`config.mk`:
```
export PLATFORM = sky130hd
export DESIGN_NAME = uart_loader
export DESIGN_NICKNAME = d
export VERILOG_FILES = /design/src/rtl/uart_loader_pkg.sv /design/src/rtl/uart_rx_byte.sv /design/src/rtl/uart_loader.sv
export SDC_FILE = /design/constraint.sdc
export NUM_CORES = 1
export LEC_CHECK = 0
export CAP_MARGIN = 0
export CORE_ASPECT_RATIO = 1.2
export CORE_MARGIN = 3
export CORE_UTILIZATION = 42
export CTS_CLUSTER_SIZE = 14
export DETAILED_ROUTE_END_ITERATION = 8
export HOLD_SLACK_MARGIN = 0.03
export PLACE_DENSITY = 0.66
export SYNTH_ARGS = -nofsm -noshare
export SYNTH_HDL_FRONTEND = slang
export SYNTH_SLANG_ARGS = --single-unit
```
`constraint.sdc`:
```
create_clock -name clk_xtal -period 6.1 [get_ports clk_xtal]
set_clock_uncertainty 0.05 [all_clocks]
set_input_delay 0.61 -clock clk_xtal [delete_from_list [all_inputs] [get_ports clk_xtal]]
set_output_delay 0.61 -clock clk_xtal [all_outputs]
set_load 0.01 [all_outputs]
```
`src/rtl/uart_loader_pkg.sv`:
```
// Shared command/response codes, command FSM states and baud divider helper
// for the UART program loader.
package uart_loader_pkg;

    localparam logic [7:0] CMD_WR   = 8'h57;
    localparam logic [7:0] CMD_RD   = 8'h52;
    localparam logic [7:0] CMD_GO   = 8'h47;
    localparam logic [7:0] CMD_HOLD = 8'h48;

    localparam logic [7:0] RSP_ACK  = 8'h06;
    localparam logic [7:0] RSP_NAK  = 8'h15;

    typedef enum logic [2:0] {
        IDLE,
        CMD_ARGS,
        MEM_WR,
        MEM_RD,
        RD_WAIT,
        SEND,
        DONE
    } state_t;

    function automatic int calc_div(input int clk_hz, input int baud);
        return clk_hz / baud;
    endfunction

endpackage

```
`src/rtl/uart_rx_byte.sv`:
```
// 8N1 receiver: 2-flop synchronizer, mid-bit sampling, one-cycle byte_valid
// on a good stop bit, one-cycle frame_err on a bad one.
module uart_rx_byte #(
    parameter int DIV = 16
) (
    input  logic       clk_xtal,
    input  logic       rst_n,
    input  logic       rx,
    output logic       byte_valid,
    output logic [7:0] data,
    output logic       frame_err
);
    localparam int CNT_W = $clog2(DIV);
    localparam logic [CNT_W-1:0] HALF = CNT_W'(DIV / 2 - 1);
    localparam logic [CNT_W-1:0] FULL = CNT_W'(DIV - 1);

    typedef enum logic [1:0] {RX_IDLE, RX_START, RX_DATA, RX_STOP} rx_state_t;

    rx_state_t        st;
    logic             rx_meta, rx_sync, rx_prev;
    logic [CNT_W-1:0] cnt;
    logic [2:0]       bit_idx;
    logic [7:0]       shreg;

    always_ff @(posedge clk_xtal or negedge rst_n) begin
        if (!rst_n) begin
            st         <= RX_IDLE;
            rx_meta    <= 1'b1;
            rx_sync    <= 1'b1;
            rx_prev    <= 1'b1;
            cnt        <= '0;
            bit_idx    <= '0;
            shreg      <= '0;
            data       <= '0;
            byte_valid <= 1'b0;
            frame_err  <= 1'b0;
        end else begin
            rx_meta    <= rx;
            rx_sync    <= rx_meta;
            rx_prev    <= rx_sync;
            byte_valid <= 1'b0;
            frame_err  <= 1'b0;
            case (st)
                RX_IDLE: begin
                    if (rx_prev && !rx_sync) begin
                        cnt <= HALF;
                        st  <= RX_START;
                    end
                end
                RX_START: begin
                    if (cnt != '0) begin
                        cnt <= cnt - 1'b1;
                    end else if (rx_sync) begin
                        st <= RX_IDLE;                 // glitch, not a start bit
                    end else begin
                        cnt     <= FULL;
                        bit_idx <= '0;
                        st      <= RX_DATA;
                    end
                end
                RX_DATA: begin
                    if (cnt != '0) begin
                        cnt <= cnt - 1'b1;
                    end else begin
                        shreg   <= {rx_sync, shreg[7:1]};
                        cnt     <= FULL;
                        bit_idx <= bit_idx + 1'b1;
                        if (bit_idx == 3'd7) st <= RX_STOP;
                    end
                end
                RX_STOP: begin
                    if (cnt != '0) begin
                        cnt <= cnt - 1'b1;
                    end else begin
                        if (rx_sync) begin
                            byte_valid <= 1'b1;
                            data       <= shreg;
                        end else begin
                            frame_err <= 1'b1;
                        end
                        st <= RX_IDLE;
                    end
                end
                default: st <= RX_IDLE;
            endcase
        end
    end

endmodule

```
`src/rtl/uart_loader.sv`:
```
// UART command responder: host writes/reads program memory and releases or
// holds the CPU reset; responses are serialized back on tx.
module uart_loader
    import uart_loader_pkg::*;
#(
    parameter int CLK_HZ       = 27000000,
    parameter int BAUD         = 115200,
    parameter int ADDR_W       = 16,
    parameter int DATA_W       = 16,
    parameter int TIMEOUT_BITS = 64
) (
    input  logic              clk_xtal,
    input  logic              rst_n,
    input  logic              rx,
    output logic              tx,
    output logic [ADDR_W-1:0] mem_addr,
    output logic [DATA_W-1:0] mem_wdata,
    output logic              mem_we,
    output logic              mem_re,
    input  logic [DATA_W-1:0] mem_rdata,
    output logic              cpu_hold,
    output logic              frame_err
);
    localparam int DIV    = calc_div(CLK_HZ, BAUD);
    localparam int CNT_W  = $clog2(DIV);
    localparam int TOUT   = TIMEOUT_BITS * DIV;
    localparam int TOUT_W = $clog2(TOUT + 1);

    logic       byte_valid;
    logic [7:0] rx_data;

    uart_rx_byte #(.DIV(DIV)) u_rx (
        .clk_xtal   (clk_xtal),
        .rst_n      (rst_n),
        .rx         (rx),
        .byte_valid (byte_valid),
        .data       (rx_data),
        .frame_err  (frame_err)
    );

    logic             tx_start, tx_busy;
    logic [7:0]       tx_data;
    logic [CNT_W-1:0] tx_cnt;
    logic [3:0]       tx_left;
    logic [8:0]       tx_frame;

    // Frame is start bit driven immediately, then 8 data bits and the stop bit.
    always_ff @(posedge clk_xtal or negedge rst_n) begin
        if (!rst_n) begin
            tx       <= 1'b1;
            tx_busy  <= 1'b0;
            tx_cnt   <= '0;
            tx_left  <= '0;
            tx_frame <= '1;
        end else if (!tx_busy) begin
            if (tx_start) begin
                tx       <= 1'b0;
                tx_busy  <= 1'b1;
                tx_frame <= {1'b1, tx_data};
                tx_left  <= 4'd9;
                tx_cnt   <= CNT_W'(DIV - 1);
            end
        end else if (tx_cnt != '0) begin
            tx_cnt <= tx_cnt - 1'b1;
        end else if (tx_left == '0) begin
            tx_busy <= 1'b0;
        end else begin
            tx       <= tx_frame[0];
            tx_frame <= {1'b1, tx_frame[8:1]};
            tx_left  <= tx_left - 1'b1;
            tx_cnt   <= CNT_W'(DIV - 1);
        end
    end

    state_t            state;
    logic [7:0]        cmd;
    logic [31:0]       args;
    logic [31:0]       args_next;
    logic [2:0]        arg_left;
    logic [TOUT_W-1:0] tout_cnt;
    logic [15:0]       rsp;
    logic [1:0]        rsp_cnt;

    assign args_next = {args[23:0], rx_data};

    always_ff @(posedge clk_xtal or negedge rst_n) begin
        if (!rst_n) begin
            state     <= IDLE;
            cmd       <= '0;
            args      <= '0;
            arg_left  <= '0;
            tout_cnt  <= '0;
            rsp       <= '0;
            rsp_cnt   <= '0;
            tx_start  <= 1'b0;
            tx_data   <= '0;
            mem_addr  <= '0;
            mem_wdata <= '0;
            mem_we    <= 1'b0;
            mem_re    <= 1'b0;
            cpu_hold  <= 1'b1;
        end else begin
            tx_start <= 1'b0;
            case (state)
                IDLE: begin
                    if (byte_valid) begin
                        cmd      <= rx_data;
                        tout_cnt <= TOUT_W'(TOUT - 1);
                        rsp      <= {RSP_ACK, 8'h00};
                        rsp_cnt  <= 2'd1;
                        case (rx_data)
                            CMD_WR: begin arg_left <= 3'd4; state <= CMD_ARGS; end
                            CMD_RD: begin arg_left <= 3'd2; state <= CMD_ARGS; end
                            CMD_GO: begin cpu_hold <= 1'b0; state <= SEND; end
                            CMD_HOLD: begin cpu_hold <= 1'b1; state <= SEND; end
                            default: begin
                                rsp   <= {RSP_NAK, 8'h00};
                                state <= SEND;
                            end
                        endcase
                    end
                end
                CMD_ARGS: begin
                    if (byte_valid) begin
                        args     <= args_next;
                        arg_left <= arg_left - 1'b1;
                        tout_cnt <= TOUT_W'(TOUT - 1);
                        if (arg_left == 3'd1) begin
                            if (cmd == CMD_WR) begin
                                mem_addr  <= ADDR_W'(args_next[31:16]);
                                mem_wdata <= args_next[15:0];
                                mem_we    <= 1'b1;
                                state     <= MEM_WR;
                            end else begin
                                mem_addr <= ADDR_W'(args_next[15:0]);
                                mem_re   <= 1'b1;
                                state    <= MEM_RD;
                            end
                        end
                    end else if (tout_cnt == '0) begin
                        state <= IDLE;
                    end else begin
                        tout_cnt <= tout_cnt - 1'b1;
                    end
                end
                MEM_WR: begin
                    mem_we  <= 1'b0;
                    rsp     <= {RSP_ACK, 8'h00};
                    rsp_cnt <= 2'd1;
                    state   <= SEND;
                end
                MEM_RD: begin
                    mem_re <= 1'b0;
                    state  <= RD_WAIT;
                end
                RD_WAIT: begin
                    rsp     <= mem_rdata;
                    rsp_cnt <= 2'd2;
                    state   <= SEND;
                end
                SEND: begin
                    // tx_start is checked too: tx_busy rises one cycle after it.
                    if (!tx_busy && !tx_start) begin
                        if (rsp_cnt == '0) begin
                            state <= DONE;
                        end else begin
                            tx_start <= 1'b1;
                            tx_data  <= rsp[15:8];
                            rsp      <= {rsp[7:0], 8'h00};
                            rsp_cnt  <= rsp_cnt - 1'b1;
                        end
                    end
                end
                DONE: state <= IDLE;
                default: state <= IDLE;
            endcase
        end
    end

endmodule

```
==> results.sh <==
export IMPL_status="finished clean"
export IMPL_pwr_density_cell_nw_per_um2=390
export IMPL_tns_ns=0
export IMPL_vias=5697
export IMPL_dp_cells=1025
export IMPL_drive_above_1_share=0.155
export IMPL_rr_worst_depth=6
export IMPL_critical_path_top_delay_family="simple AND/OR/NAND/NOR gates"
export IMPL_critPathSlowestCell="dfrtp_1"
export IMPL_synth_commonest_cells="dfrtp_1 (157), nand2_1 (99), nor2_1 (45), mux2_2 (38), a21oi_1 (33)"
export IMPL_antenna_found_initial=0
export IMPL_fmax_mhz=352
export IMPL_cts_root_buf="clkbuf_16"
export IMPL_hold_viol=0
export IMPL_p_int_mw=2.39
export IMPL_cts_tree="built"
export IMPL_required_ns=6.36
export IMPL_combPwrFrac=0.288
export IMPL_cp_cell_sequence="nand4bb_1 > buf_4 > nor2_2 > buf_4 > nand2_1 > mux2_2"
export IMPL_synth_edf_count=0
export IMPL_nets=825
export IMPL_synth_most_common_cell="dfrtp_1"
export IMPL_clock_sinks=170
export IMPL_arrival_ns=3.10
export IMPL_cts_hold_buffers=0
export IMPL_clock_path_buffers=2
export IMPL_rows=55
export IMPL_coreArea_um2=18900
export IMPL_drt_initial_drc_count=351
export IMPL_setup_worst_path_end_class="flop"
export IMPL_fp_dieW_um=133
export IMPL_synth_area_leaders="dfrtp_1 (48%), mux2_2 (5.3%), nand2_1 (4.6%)"
export IMPL_path_buf_inv=2
export IMPL_initial_utilization=0.428
export IMPL_p_sw_frac=0.356
export IMPL_synth_top_area_frac=0.484
export IMPL_reg2reg_from="state[2]$_DFFE_PN0P_"
export IMPL_die_area_um2=21000
export IMPL_drt_first_pass_iters=4
export IMPL_overflow=0
export IMPL_place_congestion=0.775
export IMPL_rrSetupSlack_ns=3.26
export IMPL_synthFlopType="dfrtp_1"
export IMPL_clkPwrFrac=0.287
export IMPL_ys_ff_latch=170
export IMPL_num_fill_cells=1728
export IMPL_num_antenna_cells=0
export IMPL_seqCellArea_um2=4270
export IMPL_cpMostUsedCell="buf_4"
export IMPL_synth_area_leader_cell="dfrtp_1"
export IMPL_report_final_slew_viol_count=0
export IMPL_ant_nets=0
export IMPL_yosysWarnings=0
export IMPL_vdd_drop_max_uv=300
export IMPL_drc=0
export IMPL_synth_area_um2=8110
export IMPL_place_hpwl_mm=10.8
export IMPL_multiInputGateArea_um2=3630
export IMPL_netSwitchingPower_mw=1.32
export IMPL_slew_limit_headroom=0.272
export IMPL_slowest_delay_ns=0.84
export IMPL_grt_max_degree=104
export IMPL_htreeDepth=4
export IMPL_grt_setup_unrepaired="false"
export IMPL_io_pins=56
export IMPL_crit_type="reg2reg"
export IMPL_cp_max_fo=34
export IMPL_synth_nets=779
export IMPL_routed_via_density=5.39
export IMPL_grt_pass1_wl_mm=27.4
export IMPL_fin_crit_ns=2.84
export IMPL_area_delta_synth_final_pct=17.3
export IMPL_async_flop_share=1.00
export IMPL_leakage_nw=4.27
export IMPL_post_cts_buffers=0
export IMPL_clock_latency_ns=0.42
export IMPL_drt_wl_total_mm=16.3
export IMPL_final_cells=1057
export IMPL_r2r_end="mem_wdata[3]$_DFFE_PN0P_"
export IMPL_ys_types=82
export IMPL_cap_violations=0
export IMPL_netlist_instances=742
export IMPL_fp_dieH_um=158
export IMPL_synth_seq_area_share=0.527
export IMPL_numCtsBuffers=17
export IMPL_seqPwrFrac=0.425
export IMPL_clk_pin_slew_ns=0.07
export IMPL_tightest_slew_ns=1.09
export IMPL_start_kind="flop"
export IMPL_hold_path_class="in2async"
export IMPL_finalCritPeriodShare=0.466
export IMPL_avgSynthCellArea_um2=10.9
export IMPL_wl_per_cell_um=15.4
export IMPL_port_buffers=55
export IMPL_grt_pass1_vias=5520
export IMPL_setup_viol_count_final=0
export IMPL_cts_resized=0
export IMPL_grt_total_usage=0.159
==> registers in the layout (all words and copies together) (netlist names), 2 cells and up, named ones only <==
name          count
args             24
mem_addr         16
mem_wdata        16
rsp              16
tout_cnt         14
cmd               8
tx_cnt            8
tx_data           8
tx_frame          8
u_rx.cnt          8
u_rx.data         8
u_rx.shreg        8
tx_left           4
arg_left          3
state             3
u_rx.bit_idx      3
rsp_cnt           2
==> routing by layer <==
metal / GRT usage / share of wire / up-vias / routed length [um]
met2: 0.267 / 0.49 / 79 / 8030
met3: 0.0369 / 0.030 / 15 / 485
met1: 0.210 / 0.47 / 2820 / 7620
met5: 0 / 0 / - / 0
li1: - / - / 2783 / -
met4: 0.0431 / 0.0095 / 0 / 155
==> how the worst max path moves through the flow <==
| stage | start | endpoint | slack, ns | cells after the start |
|---|---|---|---|---|
| after floorplan | state[1]$_DFFE_PN0P_ | tout_cnt[9]$_DFFE_PN0P_ | 3.75 | 8 |
| after global placement | state[2]$_DFFE_PN0P_ | mem_wdata[15]$_DFFE_PN0P_ | 3.30 | 6 |
| after detailed placement | state[2]$_DFFE_PN0P_ | mem_wdata[11]$_DFFE_PN0P_ | 3.25 | 6 |
| after CTS | state[2]$_DFFE_PN0P_ | mem_wdata[5]$_DFFE_PN0P_ | 3.26 | 6 |
| after global routing | state[2]$_DFFE_PN0P_ | mem_wdata[7]$_DFFE_PN0P_ | 3.01 | 6 |
| final | state[2]$_DFFE_PN0P_ | mem_wdata[3]$_DFFE_PN0P_ | 3.26 | 6 |
==> logic make-up (layout without fill, tap and decap cells) <==
kind of cell             Yosys count  count (layout)  share of synthesized area
flip-flops                       170             170                      0.527
multiplexers                      85              85                      0.114
AND/OR/NAND/NOR                  256             256                      0.171
AO/OA/AOI/OAI                    152             152                      0.129
adder cells (fa/ha/maj)           18              18                     0.0278
XOR/XNOR                           2               2                    0.00216
buffers and inverters             59             118                     0.0299
==> worst register-to-register path: cells and delay by family, from the launching register on <==
| family | cells | cell delay [ns] |
|---|---|---|
| flops | 1 | 0.84 |
| mux | 1 | 0.42 |
| simple gates | 3 | 0.86 |
| buf+inv | 2 | 0.57 |
==> layout make-up <==
| type | count | area share |
|---|---|---|
| Multi-Input combinational cell | 513 | 0.382 |
| Clock inverter | 15 | 0.0183 |
| Clock buffer | 17 | 0.0447 |
| Tap cell | 256 | 0.0337 |
| Sequential cell | 170 | 0.449 |
| Inverter | 24 | 0.00947 |
| Timing Repair Buffer | 62 | 0.0635 |
==> through the flow <==
step / util / hold WS [ns] / area, um^2 / power (mW) / worst slack [ns]
floorplan: - / 0.264 / 8110 / 2.38 / 3.75
global placement: 0.471 / 0.296 / 8910 / 2.64 / 3.30
detailed placement: 0.471 / 0.298 / 8910 / 2.66 / 3.25
CTS: 0.503 / 0.294 / 9510 / 3.75 / 3.26
global route: 0.503 / 0.316 / 9510 / 3.95 / 3.01
finish: 0.503 / 0.245 / 9510 / 3.71 / 3.26
==> layout by cell type, fill, tap and decap left out, types with 10 or more instances in the layout <==
cell type and instances:
a21oi_1 33, a22o_1 15, clkbuf_16 17, clkdlybuf4s50_1 54
dfrtp_1 157, dfstp_2 13, ha_1 18, inv_1 24
mux2_1 16, mux2_2 38, mux2i_1 30, nand2_1 99
nand3_1 12, nor2_1 43, nor3_1 11, o21ai_0 24
o31ai_1 11, or3_1 10
==> power groups by stage <==
stage	clock [mW]	sequential, mW	combinational, mW
3_5_place_dp	0	1.59	1.07
5_1_grt	1.14	1.61	1.20
4_1_cts	1.10	1.57	1.08
6_report	1.06	1.57	1.07
2_1_floorplan	0	1.48	0.897
3_3_place_gp	0	1.58	1.05
Note: power is estimated with default switching activity, not from simulation.
